===== config.mk =====
export PLATFORM = sky130hd
export DESIGN_NAME = toggle_event_decoder
export DESIGN_NICKNAME = d
export VERILOG_FILES = /design/src/rtl/toggle_event_decoder_pkg.sv /design/src/rtl/toggle_event_decoder_sync.sv /design/src/rtl/toggle_event_decoder.sv
export SDC_FILE = /design/constraint.sdc
export NUM_CORES = 1
export LEC_CHECK = 0
export BUFFER_PORTS_ARGS = -buffer_cell sky130_fd_sc_hd__buf_2
export CORE_MARGIN = 2
export CORE_UTILIZATION = 28
export DETAILED_ROUTE_END_ITERATION = 6
export GPL_ROUTABILITY_DRIVEN = 0
export PLACE_DENSITY = 0.43
export SYNTH_ARGS = -nofsm -noshare
export SYNTH_HDL_FRONTEND = slang
export SYNTH_SLANG_ARGS = --single-unit

===== constraint.sdc =====
create_clock -name clk -period 2.1 [get_ports clk]
set_clock_uncertainty 0.2 [all_clocks]
set_input_delay 0.21 -clock clk [delete_from_list [all_inputs] [get_ports clk]]
set_output_delay 0.21 -clock clk [all_outputs]
set_load 0.02 [all_outputs]

===== src/rtl/toggle_event_decoder_pkg.sv =====
// Shared types and elaboration helpers for the toggle event decoder.
package toggle_event_decoder_pkg;

    typedef enum logic [1:0] {
        StIdle    = 2'd0,
        StCollect = 2'd1,
        StReport  = 2'd2
    } state_e;

    // Wide enough to hold TMO_CYC-1 with a spare bit.
    function automatic int unsigned timer_width(input int unsigned tmo_cyc);
        return $clog2(tmo_cyc) + 1;
    endfunction

    function automatic bit params_legal(input int unsigned sync_stages,
                                        input int unsigned cnt_w,
                                        input int unsigned batch,
                                        input int unsigned tmo_cyc);
        if (sync_stages < 1 || sync_stages > 4) return 1'b0;
        if (cnt_w < 1 || cnt_w > 31) return 1'b0;
        if (batch < 1 || batch > ((32'd1 << cnt_w) - 32'd1)) return 1'b0;
        if (tmo_cyc < 1) return 1'b0;
        return 1'b1;
    endfunction

endpackage


===== src/rtl/toggle_event_decoder_sync.sv =====
// Toggle-line synchroniser with history flop, post-reset arming mask and a
// registered one-cycle pulse per level transition.
module toggle_sync_edge #(
    parameter int unsigned SYNC_STAGES = 2
) (
    input  logic clk,
    input  logic rst,
    input  logic tog_in,
    output logic pulse
);

    // Sync chain plus history must all hold the live level before edges count.
    localparam int unsigned ArmCycles = SYNC_STAGES + 1;
    localparam int unsigned ArmW      = $clog2(ArmCycles + 1);

    logic [SYNC_STAGES-1:0] sync_q, sync_d;
    logic                   hist_q;
    logic                   pulse_q;
    logic [ArmW-1:0]        arm_cnt_q;
    logic                   armed;

    assign armed = (arm_cnt_q == ArmW'(ArmCycles));

    // Shift the new sample into stage 0.
    always_comb begin
        sync_d    = sync_q << 1;
        sync_d[0] = tog_in;
    end

    // Synchroniser, history, arming counter and registered edge strobe.
    always_ff @(posedge clk) begin
        if (!rst) begin
            sync_q    <= '0;
            hist_q    <= 1'b0;
            pulse_q   <= 1'b0;
            arm_cnt_q <= '0;
        end else begin
            sync_q  <= sync_d;
            hist_q  <= sync_q[SYNC_STAGES-1];
            pulse_q <= armed & (sync_q[SYNC_STAGES-1] ^ hist_q);
            if (!armed) begin
                arm_cnt_q <= arm_cnt_q + 1'b1;
            end
        end
    end

    assign pulse = pulse_q;

endmodule


===== src/rtl/toggle_event_decoder.sv =====
// Turns toggle-line transitions into pulses, batches them and reports each
// batch count over a valid/ready interface.
module toggle_event_decoder
    import toggle_event_decoder_pkg::*;
#(
    parameter int unsigned SYNC_STAGES = 2,
    parameter int unsigned CNT_W       = 8,
    parameter int unsigned BATCH       = 16,
    parameter int unsigned TMO_CYC     = 64
) (
    input  logic             clk,
    input  logic             rst,
    input  logic             tog_in,
    output logic             pulse,
    output logic             cnt_valid,
    input  logic             cnt_ready,
    output logic [CNT_W-1:0] cnt_data,
    output logic             ovf
);

    localparam int unsigned     TmrW    = timer_width(TMO_CYC);
    localparam logic [CNT_W-1:0] AccMax  = '1;
    localparam logic [CNT_W-1:0] BatchV  = CNT_W'(BATCH);
    localparam logic [TmrW-1:0]  TmrLast = TmrW'(TMO_CYC - 1);

    if (!params_legal(SYNC_STAGES, CNT_W, BATCH, TMO_CYC)) begin : g_bad_params
        $error("toggle_event_decoder: illegal parameter combination");
    end

    state_e           state_q, state_d;
    logic [CNT_W-1:0] acc_q, acc_d, acc_inc;
    logic [TmrW-1:0]  timer_q, timer_d;
    logic [CNT_W-1:0] data_q, data_d;
    logic             valid_q, valid_d;
    logic             ovf_q, ovf_d;
    logic             ev;

    toggle_sync_edge #(
        .SYNC_STAGES(SYNC_STAGES)
    ) u_sync (
        .clk   (clk),
        .rst   (rst),
        .tog_in(tog_in),
        .pulse (ev)
    );

    // Batch FSM next state: saturating accumulate, idle timeout, handshake.
    always_comb begin
        state_d = state_q;
        acc_d   = acc_q;
        timer_d = timer_q;
        data_d  = data_q;
        valid_d = valid_q;
        ovf_d   = ovf_q;
        acc_inc = acc_q;
        if (ev) begin
            if (acc_q == AccMax) begin
                ovf_d = 1'b1;
            end else begin
                acc_inc = acc_q + 1'b1;
            end
        end
        unique case (state_q)
            StIdle: begin
                if (ev) begin
                    state_d = StCollect;
                    acc_d   = CNT_W'(1);
                    timer_d = '0;
                end
            end
            StCollect: begin
                acc_d   = acc_inc;
                timer_d = ev ? '0 : timer_q + 1'b1;
                // An event in the timeout cycle restarts the timer instead.
                if (acc_inc >= BatchV || (!ev && timer_q == TmrLast)) begin
                    state_d = StReport;
                    data_d  = acc_inc;
                    acc_d   = '0;
                    timer_d = '0;
                    valid_d = 1'b1;
                end
            end
            StReport: begin
                acc_d = acc_inc;
                if (cnt_ready) begin
                    valid_d = 1'b0;
                    timer_d = '0;
                    state_d = (acc_inc != '0) ? StCollect : StIdle;
                end
            end
            default: begin
                state_d = StIdle;
                acc_d   = '0;
                timer_d = '0;
                valid_d = 1'b0;
            end
        endcase
    end

    // Batch FSM state and registered outputs.
    always_ff @(posedge clk) begin
        if (!rst) begin
            state_q <= StIdle;
            acc_q   <= '0;
            timer_q <= '0;
            data_q  <= '0;
            valid_q <= 1'b0;
            ovf_q   <= 1'b0;
        end else begin
            state_q <= state_d;
            acc_q   <= acc_d;
            timer_q <= timer_d;
            data_q  <= data_d;
            valid_q <= valid_d;
            ovf_q   <= ovf_d;
        end
    end

    assign pulse     = ev;
    assign cnt_valid = valid_q;
    assign cnt_data  = data_q;
    assign ovf       = ovf_q;

endmodule

==> flow_metrics.py, run 1 <==
metrics = {
    "floorplan": {
        "num_io_pins": 15,
        "number_of_standard_cell_rows_in_the_floorplan": 28,
        "die-area_mm2": 0.00679,
        "initial_utilization_pct": 29.1,
        "die_w_um": 82.4,
        "design.core.area_mm2": 0.00592,
        "floorplan.die.height_um": 82.4,
    },
    "placed_design": {
        "placement.cell_area_mm2": 0.00197,
        "io_buffers": 14,
        "post-dp-hpwl_um": 2980,
        "place_worst_setup_slack_ns": 0.0754,
    },
    "setup_path": {
        "worstSetupStartpointType": "flop",
        "cp-end-kind": "flop",
        "timing.critical_path.slowest_stage_cell": "sky130_fd_sc_hd__a32o_2",
        "timing.critical_path.fanout_max": 6,
        "cp_slowest_stage_delay_ns": 0.33,
        "rr_worst_depth": 6,
        "worst-path-buf-inv": 0,
        "critPathTopFamily": "compound AO/OA/AOI/OAI gates",
        "critical_path.reg2reg.startpoint": "acc_q[0]",
        "worst-path-stages": 6,
        "required_ns": 2.08,
        "worstSetupPathType": "reg -> reg",
        "timing.critical_path.arrival_ns": 2.01,
        "crit_start": "acc_q[0]",
        "critical_path_cell_by_cell": "ha_1, and4_4, mux2i_4, a32o_2, nor3b_2, o31a_1",
    },
    "sta": {
        "final_slew_violations": 0,
        "worst_slack_ns": 0.0681,
        "holdWs_ns": 0.0659,
        "maxSlewHeadroom_pct": 71.8,
        "final-hold-violation-count": 0,
        "clock.fmax_mhz": 492,
        "grt_setup_unrepaired": "true",
        "final-setup-viol-count": 0,
        "finalWorstPathRequiredPeriod_ns": 2.03,
        "worst_slew_pin_slew_ns": 0.412,
        "finalCritPeriodShare_pct": 96.8,
    },
    "layout": {
        "layout-drive-gt1-share_pct": 24.2,
        "fillerInstances": 605,
        "post-route-cell-area_mm2": 0.00212,
        "final_core_util_pct": 35.8,
        "antennaDiodeCount": 0,
        "nNetsFinal": 229,
        "flow.area_growth_from_synthesis_pct": 23.2,
    },
    "detailed_routing": {
        "antenna_violating_nets_post_route": 0,
        "wl_um": 4170,
        "vias_per_cell": 5.01,
        "drt-pass1-iter-count": 4,
        "wire_per_inst_um": 14.0,
        "drc": 0,
        "drt_first_iter_violations": 143,
        "vias": 1494,
    },
    "logic_synthesis": {
        "synth.ff_latch_count": 33,
        "synth_enable_flop_cells": 0,
        "synth.lib_cells_used.distinct": 46,
        "asyncSetResetFlopFracSynth_pct": 0,
        "synthesis.area_per_instance_um2": 8.91,
        "synth_nets": 200,
        "most_used_flip_flop_cell_after_synthesis": "sky130_fd_sc_hd__dfxtp_1",
        "ys_seq_area_share_pct": 38.4,
        "total_standard_cell_area_after_synthesis_mm2": 0.00172,
        "synthCells": 193,
        "ys_warn_count": 0,
    },
    "clock_tree": {
        "clkSlewWorstSetupHoldPaths_ns": 0.07,
        "cts.root.buffer_cell": "sky130_fd_sc_hd__clkbuf_8",
        "h-tree-depth": 2,
        "cts_tree": "yes",
        "clock_latency_ns": 0.28,
        "cts-root-to-sink-buffers": 2,
        "cts_buffers": 5,
        "tritoncts_num_sinks": 33,
    },
    "power_and_ir_drop": {
        "power_frac_seq_pct": 44.8,
        "p_per_area_mw_per_mm2": 705,
        "combinational_cell_fraction_of_total_power_pct": 13.6,
        "switching_share_pct": 24.6,
        "p_leak_nw": 0.882,
        "power_frac_clock_pct": 41.5,
        "switching_power_uw": 368,
        "power.internal_mw": 1.13,
        "ir_drop_mv": 0.288,
        "total_power_mw": 1.49,
    },
    "global_route": {
        "grt.total_usage_pct": 13.8,
        "first_global_vias": 1421,
        "global_route.overflow_total": 0,
        "grt_antenna_before_repair": 0,
        "grt_max_degree": 19,
        "grt_first_pass_wirelength_um": 7040,
    },
    "status": {
        "outcome": "finished, final reports clean",
    },
    "worst_hold_path": {
        "hold-path-cell-count": 3,
        "timing.hold.worst.start": "cnt_ready",
        "timing.hold.worst.class": "in -> reg",
    },
    "flow_run": {
        "max_cap_violations": 0,
    },
}
[tightest hold or removal path, cell delays in order]
cell and delay [ns]:
sky130_fd_sc_hd__buf_2 0.10, sky130_fd_sc_hd__nor3_1 0.04, sky130_fd_sc_hd__o21a_1 0.15
[state kept, by name (all words and copies together) (netlist names)]
name	cells
ovf	1
cnt_data	8
u_sync.hist_q	1
acc_q	8
u_sync.arm_cnt_q	2
timer_q	7
state_q	2
cnt_valid	1
u_sync.pulse	1
u_sync.sync_q	2
[Yosys cell counts, types with 4 or more instances]
library cell / n / share of area, %
sky130_fd_sc_hd__nor2_1: 8 / 1.7
sky130_fd_sc_hd__and3_1: 5 / 1.8
sky130_fd_sc_hd__clkbuf_1: 8 / 1.7
sky130_fd_sc_hd__inv_1: 5 / 1.1
sky130_fd_sc_hd__nor2b_1: 8 / 2.9
sky130_fd_sc_hd__nor3_1: 5 / 1.5
sky130_fd_sc_hd__a21oi_1: 8 / 2.3
sky130_fd_sc_hd__dfxtp_1: 33 / 38
sky130_fd_sc_hd__nor3b_1: 5 / 2.2
sky130_fd_sc_hd__and2_1: 9 / 3.3
sky130_fd_sc_hd__nand2_1: 11 / 2.4
sky130_fd_sc_hd__mux2i_1: 6 / 3.5
sky130_fd_sc_hd__nand3_1: 8 / 2.3
sky130_fd_sc_hd__nand4_1: 8 / 2.9
sky130_fd_sc_hd__o21ai_0: 12 / 3.5
sky130_fd_sc_hd__o211a_1: 4 / 2.3
[cells by family after synthesis]
group	Yosys count	synth area share, %
AOI/OAI and AO/OA	49	20.4
xor gates and xnor gates	4	2.04
adders and majority gates	3	2.18
buffers and inverters	17	4.29
DFF	33	38.4
muxes	9	6.11
and+or+nand+nor	78	26.5
[stage by stage]
stage	setup TNS, ns	instances
2_1_floorplan	0	193
3_3_place_gp	0	288
3_5_place_dp	0	288
4_1_cts	0	297
5_1_grt	-0.0131	298
6_report	0	298
[layer usage]
layer / wire length (µm) / track usage, %
met2: 2010 / 22.8
met5: 0 / 0
met1: 1960 / 17.7
met4: 23 / 4.00
met3: 171 / 3.48
[power by group through the flow]
| stage | registers [mW] | logic [mW] | clock network, mW |
|---|---|---|---|
| finish | 0.670 | 0.204 | 0.620 |
| global route | 0.674 | 0.231 | 0.675 |
| CTS | 0.669 | 0.195 | 0.650 |
| detailed placement | 0.684 | 0.193 | 0 |
| global placement | 0.683 | 0.197 | 0 |
| floorplan | 0.680 | 0.128 | 0 |
[placed cells by master, fill, tap and decap left out, types with 4 or more instances in the layout]
cell type / count
sky130_fd_sc_hd__nor3_1: 5
sky130_fd_sc_hd__and2_1: 9
sky130_fd_sc_hd__a21oi_1: 8
sky130_fd_sc_hd__buf_4: 18
sky130_fd_sc_hd__nand4_1: 8
sky130_fd_sc_hd__inv_1: 5
sky130_fd_sc_hd__clkbuf_8: 6
sky130_fd_sc_hd__o211a_1: 4
sky130_fd_sc_hd__nor2_1: 8
sky130_fd_sc_hd__nand3_1: 8
sky130_fd_sc_hd__o21ai_0: 10
sky130_fd_sc_hd__dfxtp_1: 31
sky130_fd_sc_hd__nand2_1: 11
sky130_fd_sc_hd__and3_1: 5
sky130_fd_sc_hd__mux2i_1: 6
sky130_fd_sc_hd__buf_2: 14
sky130_fd_sc_hd__nor2b_1: 8
[cell type report]
cell class	count	area (µm²)	area share (%)
timing repair buffer	34	226	10.7
inverter	5	18.8	0.885
multi-input combinational	143	1000	47.2
clock inverter	1	30.0	1.42
clock buffer	7	86.3	4.07
tap	75	93.8	4.43
sequential	33	663	31.3
[final timing paths]
| path | to | slack, ns |
|---|---|---|
| max | acc_q[0] | 0.07 |
| min | state_q[1] | 0.07 |
| max reg2reg | acc_q[0] | 0.07 |
| min reg2reg | timer_q[6] | 0.23 |
[repair_timing]
item,4_1_cts,5_1_grt
endpoints found under the setup margin,0,9
setup buffers,0,1
hold buffers,1,0
endpoints found under the hold margin,1,0
resized for setup,0,7
Note: power is estimated with default switching activity, not from simulation.
==> run 2, diff against run 1 <==
==> constraint.sdc (replaced) <==
create_clock -name clk -period 2.1 [get_ports clk]
set_clock_uncertainty 0.2 [all_clocks]
set_input_delay 0.315 -clock clk [delete_from_list [all_inputs] [get_ports clk]]
set_output_delay 0.315 -clock clk [all_outputs]
set_load 0.02 [all_outputs]
==> run 2 against run 1 <==
  * Global-route usage hardly changed
  * Non-clock buffer count is 1 lower
  * Routed wire length is 0.36% lower
  * Clock power hardly changed
  * Setup slack hardly changed
  * Utilization is 0.17 points lower
  * Hold slack worse by 0.031 ns
  * Die area stayed put
  * Sequential power hardly changed
  * Largest cell class unchanged
==> flow_metrics.py, run 2 (synthesized netlist as in run 1, its figures left out) <==
metrics = {
    "worst_hold_path": {
        "timing.hold.worst.class": "in -> reg",
        "timing.hold.worst.start": "tog_in",
    },
    "setup_path": {
        "timing.critical_path.slowest_stage_cell": "sky130_fd_sc_hd__a32o_2",
        "cp-end-kind": "flop",
        "worstSetupStartpointType": "flop",
        "timing.critical_path.arrival_ns": 2.01,
        "cp_slowest_stage_delay_ns": 0.33,
        "crit_start": "acc_q[0]",
        "critical_path_cell_by_cell": "ha_1, and4_4, mux2i_4, a32o_2, nor3b_2, o31a_1",
        "worstSetupPathType": "reg -> reg",
        "required_ns": 2.08,
        "critical_path.reg2reg.startpoint": "acc_q[0]",
        "timing.critical_path.fanout_max": 6,
    },
    "floorplan": {
        "initial_utilization_pct": 29.1,
        "number_of_standard_cell_rows_in_the_floorplan": 28,
        "die_w_um": 82.4,
        "num_io_pins": 15,
        "die-area_mm2": 0.00679,
        "design.core.area_mm2": 0.00592,
        "floorplan.die.height_um": 82.4,
    },
    "status": {
        "outcome": "finished, final reports clean",
    },
    "global_route": {
        "grt_antenna_before_repair": 0,
        "grt_max_degree": 19,
        "grt_first_pass_wirelength_um": 7010,
        "grt.total_usage_pct": 13.8,
        "first_global_vias": 1409,
        "global_route.overflow_total": 0,
    },
    "detailed_routing": {
        "drt-pass1-iter-count": 4,
        "drt_first_iter_violations": 110,
        "vias": 1505,
        "antenna_violating_nets_post_route": 0,
        "vias_per_cell": 5.07,
        "drc": 0,
        "wl_um": 4160,
        "wire_per_inst_um": 14.0,
    },
    "placed_design": {
        "post-dp-hpwl_um": 2980,
        "io_buffers": 14,
        "placed_cells_incl_taps": 288,
    },
    "sta": {
        "clock.fmax_mhz": 492,
        "final_slew_violations": 0,
        "final-hold-violation-count": 0,
        "maxSlewHeadroom_pct": 71.9,
        "grt_setup_unrepaired": "true",
        "holdWs_ns": 0.0348,
        "final-setup-viol-count": 0,
        "finalCritPeriodShare_pct": 96.7,
        "finalWorstPathRequiredPeriod_ns": 2.03,
        "post_route_setup_tns_ns": 0,
        "worst_slew_pin_slew_ns": 0.410,
    },
    "clock_tree": {
        "cts_tree": "yes",
        "clkSlewWorstSetupHoldPaths_ns": 0.07,
        "hold_buffers": 0,
        "cts-root-to-sink-buffers": 2,
        "tritoncts_num_sinks": 33,
        "cts.root.buffer_cell": "sky130_fd_sc_hd__clkbuf_8",
        "cts_buffers": 5,
        "h-tree-depth": 2,
        "clock_latency_ns": 0.28,
    },
    "layout": {
        "flow.area_growth_from_synthesis_pct": 22.6,
        "final_core_util_pct": 35.6,
        "mostFrequentLayoutCell": "sky130_fd_sc_hd__dfxtp_1",
        "layout-drive-gt1-share_pct": 24.3,
        "layout_common_cells": "sky130_fd_sc_hd__dfxtp_1, sky130_fd_sc_hd__buf_4, sky130_fd_sc_hd__buf_2, sky130_fd_sc_hd__nand2_1, sky130_fd_sc_hd__o21ai_0",
        "final_cells": 297,
        "nNetsFinal": 228,
        "antennaDiodeCount": 0,
    },
    "flow_run": {
        "max_cap_violations": 0,
    },
    "power_and_ir_drop": {
        "p_per_area_mw_per_mm2": 707,
        "p_leak_nw": 0.878,
        "ir_drop_mv": 0.287,
        "total_power_mw": 1.49,
    },
}
==> run 2: changes by cell type in the layout (fill, tap and decap cells not counted) <==
cell	change
sky130_fd_sc_hd__dlygate4sd3_1	-1
==> run 2: report_power, final <==
part           leakage (nW)  internal (mW)  switching [mW]
registers             0.268          0.649          0.0204
clock network        0.0585          0.387           0.232
logic                 0.551         0.0883           0.115
==> run 2: repair_timing <==
action / CTS / global route
endpoints found under the setup margin: 0 / 9
buffers inserted: 0 / 1
resized for setup: 0 / 7
==> run 2: cell type report <==
type                    count  area, µm²
clock inverters             1       30.0
flip-flops and latches     33        663
clock buffers               7       86.3
multi-input cells         143       1000
repair buffers             33        216
fillers                   606       3810
inverters                   5       18.8
well taps                  75       93.8
==> run 2: path summary, 6_finish.rpt <==
| path | to | slack (ns) | depth (start not counted) |
|---|---|---|---|
| max reg2reg | acc_q[0] | 0.07 | 6 |
| min | u_sync.sync_q[0] | 0.03 | 2 |
| min reg2reg | timer_q[6] | 0.23 | 2 |
| max | acc_q[0] | 0.07 | 6 |
==> run 2: layer usage <==
metal / GRT usage [%] / vias up / part of all wire, % / routed length, µm
met5: 0 / - / 0 / 0
met3: 3.48 / 4 / 4.0 / 166
met1: 17.7 / 714 / 48 / 1980
met4: 4.00 / 0 / 1.0 / 42
met2: 22.7 / 32 / 47 / 1970
li1: - / 755 / - / -
==> run 2: worst max-delay path: cells and delay by family (launching register included) <==
family	cells	cell delay [ns]
compound gates	2	0.60
fa+ha+maj	1	0.20
flops	1	0.32
mux	1	0.21
simple gates	2	0.37
==> run 2: metrics by stage <==
step	area, µm²	setup slack, ns
3_3_place_gp	1970	0.113
6_report	2110	0.0685
4_1_cts	2080	0.0404
2_1_floorplan	1720	0.0312
3_5_place_dp	1970	0.0754
5_1_grt	2110	-0.0131
==> run 3, diff against run 2 <==
--- a/config.mk
+++ b/config.mk
@@ -7,10 +7,11 @@
 export LEC_CHECK = 0
 export BUFFER_PORTS_ARGS = -buffer_cell sky130_fd_sc_hd__buf_2
 export CORE_MARGIN = 2
-export CORE_UTILIZATION = 28
+export CORE_UTILIZATION = 40
 export DETAILED_ROUTE_END_ITERATION = 6
 export GPL_ROUTABILITY_DRIVEN = 0
-export PLACE_DENSITY = 0.43
+export PLACE_DENSITY = 0.57
+export SETUP_SLACK_MARGIN = 0.2
 export SYNTH_ARGS = -nofsm -noshare
 export SYNTH_HDL_FRONTEND = slang
 export SYNTH_SLANG_ARGS = --single-unit
==> run 3 against run 2 <==
  * Die area down 29%
  * Clock power down 2%
  * Hold slack worse by 0.0034 ns
  * Count of clock-buffer cells in the layout down 2
  * Routed wire length up 2.2%
  * Critical path depth up 1
  * Utilization up 19 points
  * Via count up 4.3%
==> flow_metrics.py, run 3 (synthesized netlist as in run 1, its figures left out) <==
metrics = {
    "status": {
        "outcome": "finished, final reports clean",
    },
    "detailed_routing": {
        "vias": 1569,
        "vias_per_cell": 5.68,
        "drt-pass1-iter-count": 4,
        "antenna_violating_nets_post_route": 0,
        "drt_first_iter_violations": 74,
        "drc": 0,
        "wl_um": 4250,
        "wire_per_inst_um": 15.4,
    },
    "sta": {
        "clock.fmax_mhz": 497,
        "finalWorstPathRequiredPeriod_ns": 2.01,
        "maxSlewHeadroom_pct": 77.6,
        "grt_setup_unrepaired": "true",
        "final-hold-violation-count": 0,
        "post_route_setup_tns_ns": 0,
        "finalCritPeriodShare_pct": 95.9,
        "worst_slew_pin_slew_ns": 0.334,
        "final-setup-viol-count": 0,
        "worst_slack_ns": 0.0868,
        "final_slew_violations": 0,
    },
    "floorplan": {
        "num_io_pins": 15,
        "design.core.area_mm2": 0.00406,
        "floorplan.die.height_um": 69.6,
        "initial_utilization_pct": 42.4,
        "die-area_mm2": 0.00484,
        "die_w_um": 69.6,
        "number_of_standard_cell_rows_in_the_floorplan": 23,
    },
    "layout": {
        "flow.area_growth_from_synthesis_pct": 28.7,
        "area_of_the_multi_input_gates_mm2": 0.00106,
        "nNetsFinal": 232,
        "layout_common_cells": "sky130_fd_sc_hd__dfxtp_1, sky130_fd_sc_hd__buf_4, sky130_fd_sc_hd__buf_2, sky130_fd_sc_hd__nand2_1, sky130_fd_sc_hd__and2_1",
        "layout-drive-gt1-share_pct": 32.3,
        "antennaDiodeCount": 0,
        "ff_latch_area_um2": 669,
        "mostFrequentLayoutCell": "sky130_fd_sc_hd__dfxtp_1",
        "fillerInstances": 354,
    },
    "clock_tree": {
        "hold_buffers": 0,
        "tritoncts_num_sinks": 33,
        "clkSlewWorstSetupHoldPaths_ns": 0.08,
        "clock_latency_ns": 0.29,
        "h-tree-depth": 2,
        "cts_buffers": 5,
        "cts_tree": "yes",
        "cts.root.buffer_cell": "sky130_fd_sc_hd__clkbuf_8",
        "cts-root-to-sink-buffers": 2,
    },
    "power_and_ir_drop": {
        "total_power_mw": 1.52,
        "p_leak_nw": 0.924,
        "power.internal_mw": 1.11,
        "switching_share_pct": 26.7,
        "ir_drop_mv": 0.567,
        "switching_power_uw": 405,
        "power_frac_clock_pct": 40.0,
        "combinational_cell_fraction_of_total_power_pct": 15.7,
        "p_per_area_mw_per_mm2": 685,
        "power_frac_seq_pct": 44.3,
    },
    "placed_design": {
        "post-dp-hpwl_um": 2790,
        "io_buffers": 14,
        "place_worst_setup_slack_ns": 0.00291,
    },
    "setup_path": {
        "required_ns": 2.09,
        "worstSetupStartpointType": "flop",
        "setup_slack_of_the_worst_register_to_register_path_ns": 0.09,
        "rr_worst_depth": 7,
        "worst_r2r_endpoint": "cnt_data[5]",
        "critical_path.reg2reg.startpoint": "acc_q[1]",
        "critical_path.endpoint": "cnt_data[5]",
        "crit_start": "acc_q[1]",
        "timing.critical_path.arrival_ns": 2.00,
        "worstSetupPathType": "reg -> reg",
        "timing.critical_path.fanout_max": 5,
        "cp-end-kind": "flop",
    },
    "global_route": {
        "first_global_vias": 1488,
        "grt_max_degree": 18,
        "grt.total_usage_pct": 18.5,
        "grt_first_pass_wirelength_um": 7110,
        "global_route.overflow_total": 0,
        "grt_antenna_before_repair": 0,
    },
    "worst_hold_path": {
        "timing.hold.worst.class": "in -> reg",
    },
    "flow_run": {
        "max_cap_violations": 0,
    },
}
-- run 3: area by class of cell --
| type | instances | area share (%) |
|---|---|---|
| Clock buffer | 5 | 3.11 |
| Sequential cell | 33 | 30.2 |
| Tap cell | 50 | 2.82 |
| Clock inverter | 3 | 2.03 |
| Multi-Input combinational cell | 143 | 48.0 |
| Inverter | 5 | 0.847 |
| Timing Repair Buffer | 37 | 12.9 |
-- run 3: power groups by stage --
stage	registers (mW)	clock network, mW	logic, mW
floorplan	0.679	0	0.128
global placement	0.683	0	0.173
detailed placement	0.685	0	0.181
CTS	0.671	0.617	0.213
global route	0.675	0.660	0.259
finish	0.672	0.607	0.238
-- run 3: repair_timing --
action,CTS,global route
pin swaps,4,9
gates resized for setup,11,17
hold endpoints to repair,0,0
buffers inserted,9,0
setup endpoints to repair,24,25
cloned,0,1
-- run 3: metal layers --
metal  GRT usage (%)  vias to the layer above  share of wire, %
li1                -                      766                 -
met2            30.8                       36                50
met1            22.3                      761                44
met4            8.06                        0               1.6
met5               0                        -                 0
met3            4.94                        6               4.1
-- run 3: worst min-delay path by stage --
stage	cells after the start	to	from	slack (ns)
floorplan	2	timer_q[6]	timer_q[6]	0.21
global placement	2	timer_q[6]	timer_q[6]	0.22
detailed placement	2	timer_q[6]	timer_q[6]	0.22
CTS	2	u_sync.sync_q[0]	tog_in	0.03
global route	2	u_sync.sync_q[0]	tog_in	0.03
finish	2	u_sync.sync_q[0]	tog_in	0.03
-- run 3: per-stage QoR --
stage / cell area [µm²] / util (%) / hold slack, ns / instances
finish: 2210 / 54.6 / 0.0314 / 276
global route: 2210 / 54.6 / 0.0310 / 276
CTS: 2140 / 52.8 / 0.0270 / 275
detailed placement: 1920 / 47.4 / 0.223 / 258
global placement: 1920 / 47.4 / 0.225 / 258
floorplan: 1750 / - / 0.211 / 193
-- run 3: worst max-delay path: stages (launching register included) --
cell and delay, ns:
sky130_fd_sc_hd__dfxtp_4 0.36, sky130_fd_sc_hd__ha_4 0.15, sky130_fd_sc_hd__and4_4 0.16, sky130_fd_sc_hd__mux2i_4 0.21, sky130_fd_sc_hd__buf_6 0.13, sky130_fd_sc_hd__a21oi_4 0.23
sky130_fd_sc_hd__mux2_4 0.32, sky130_fd_sc_hd__and2_1 0.15
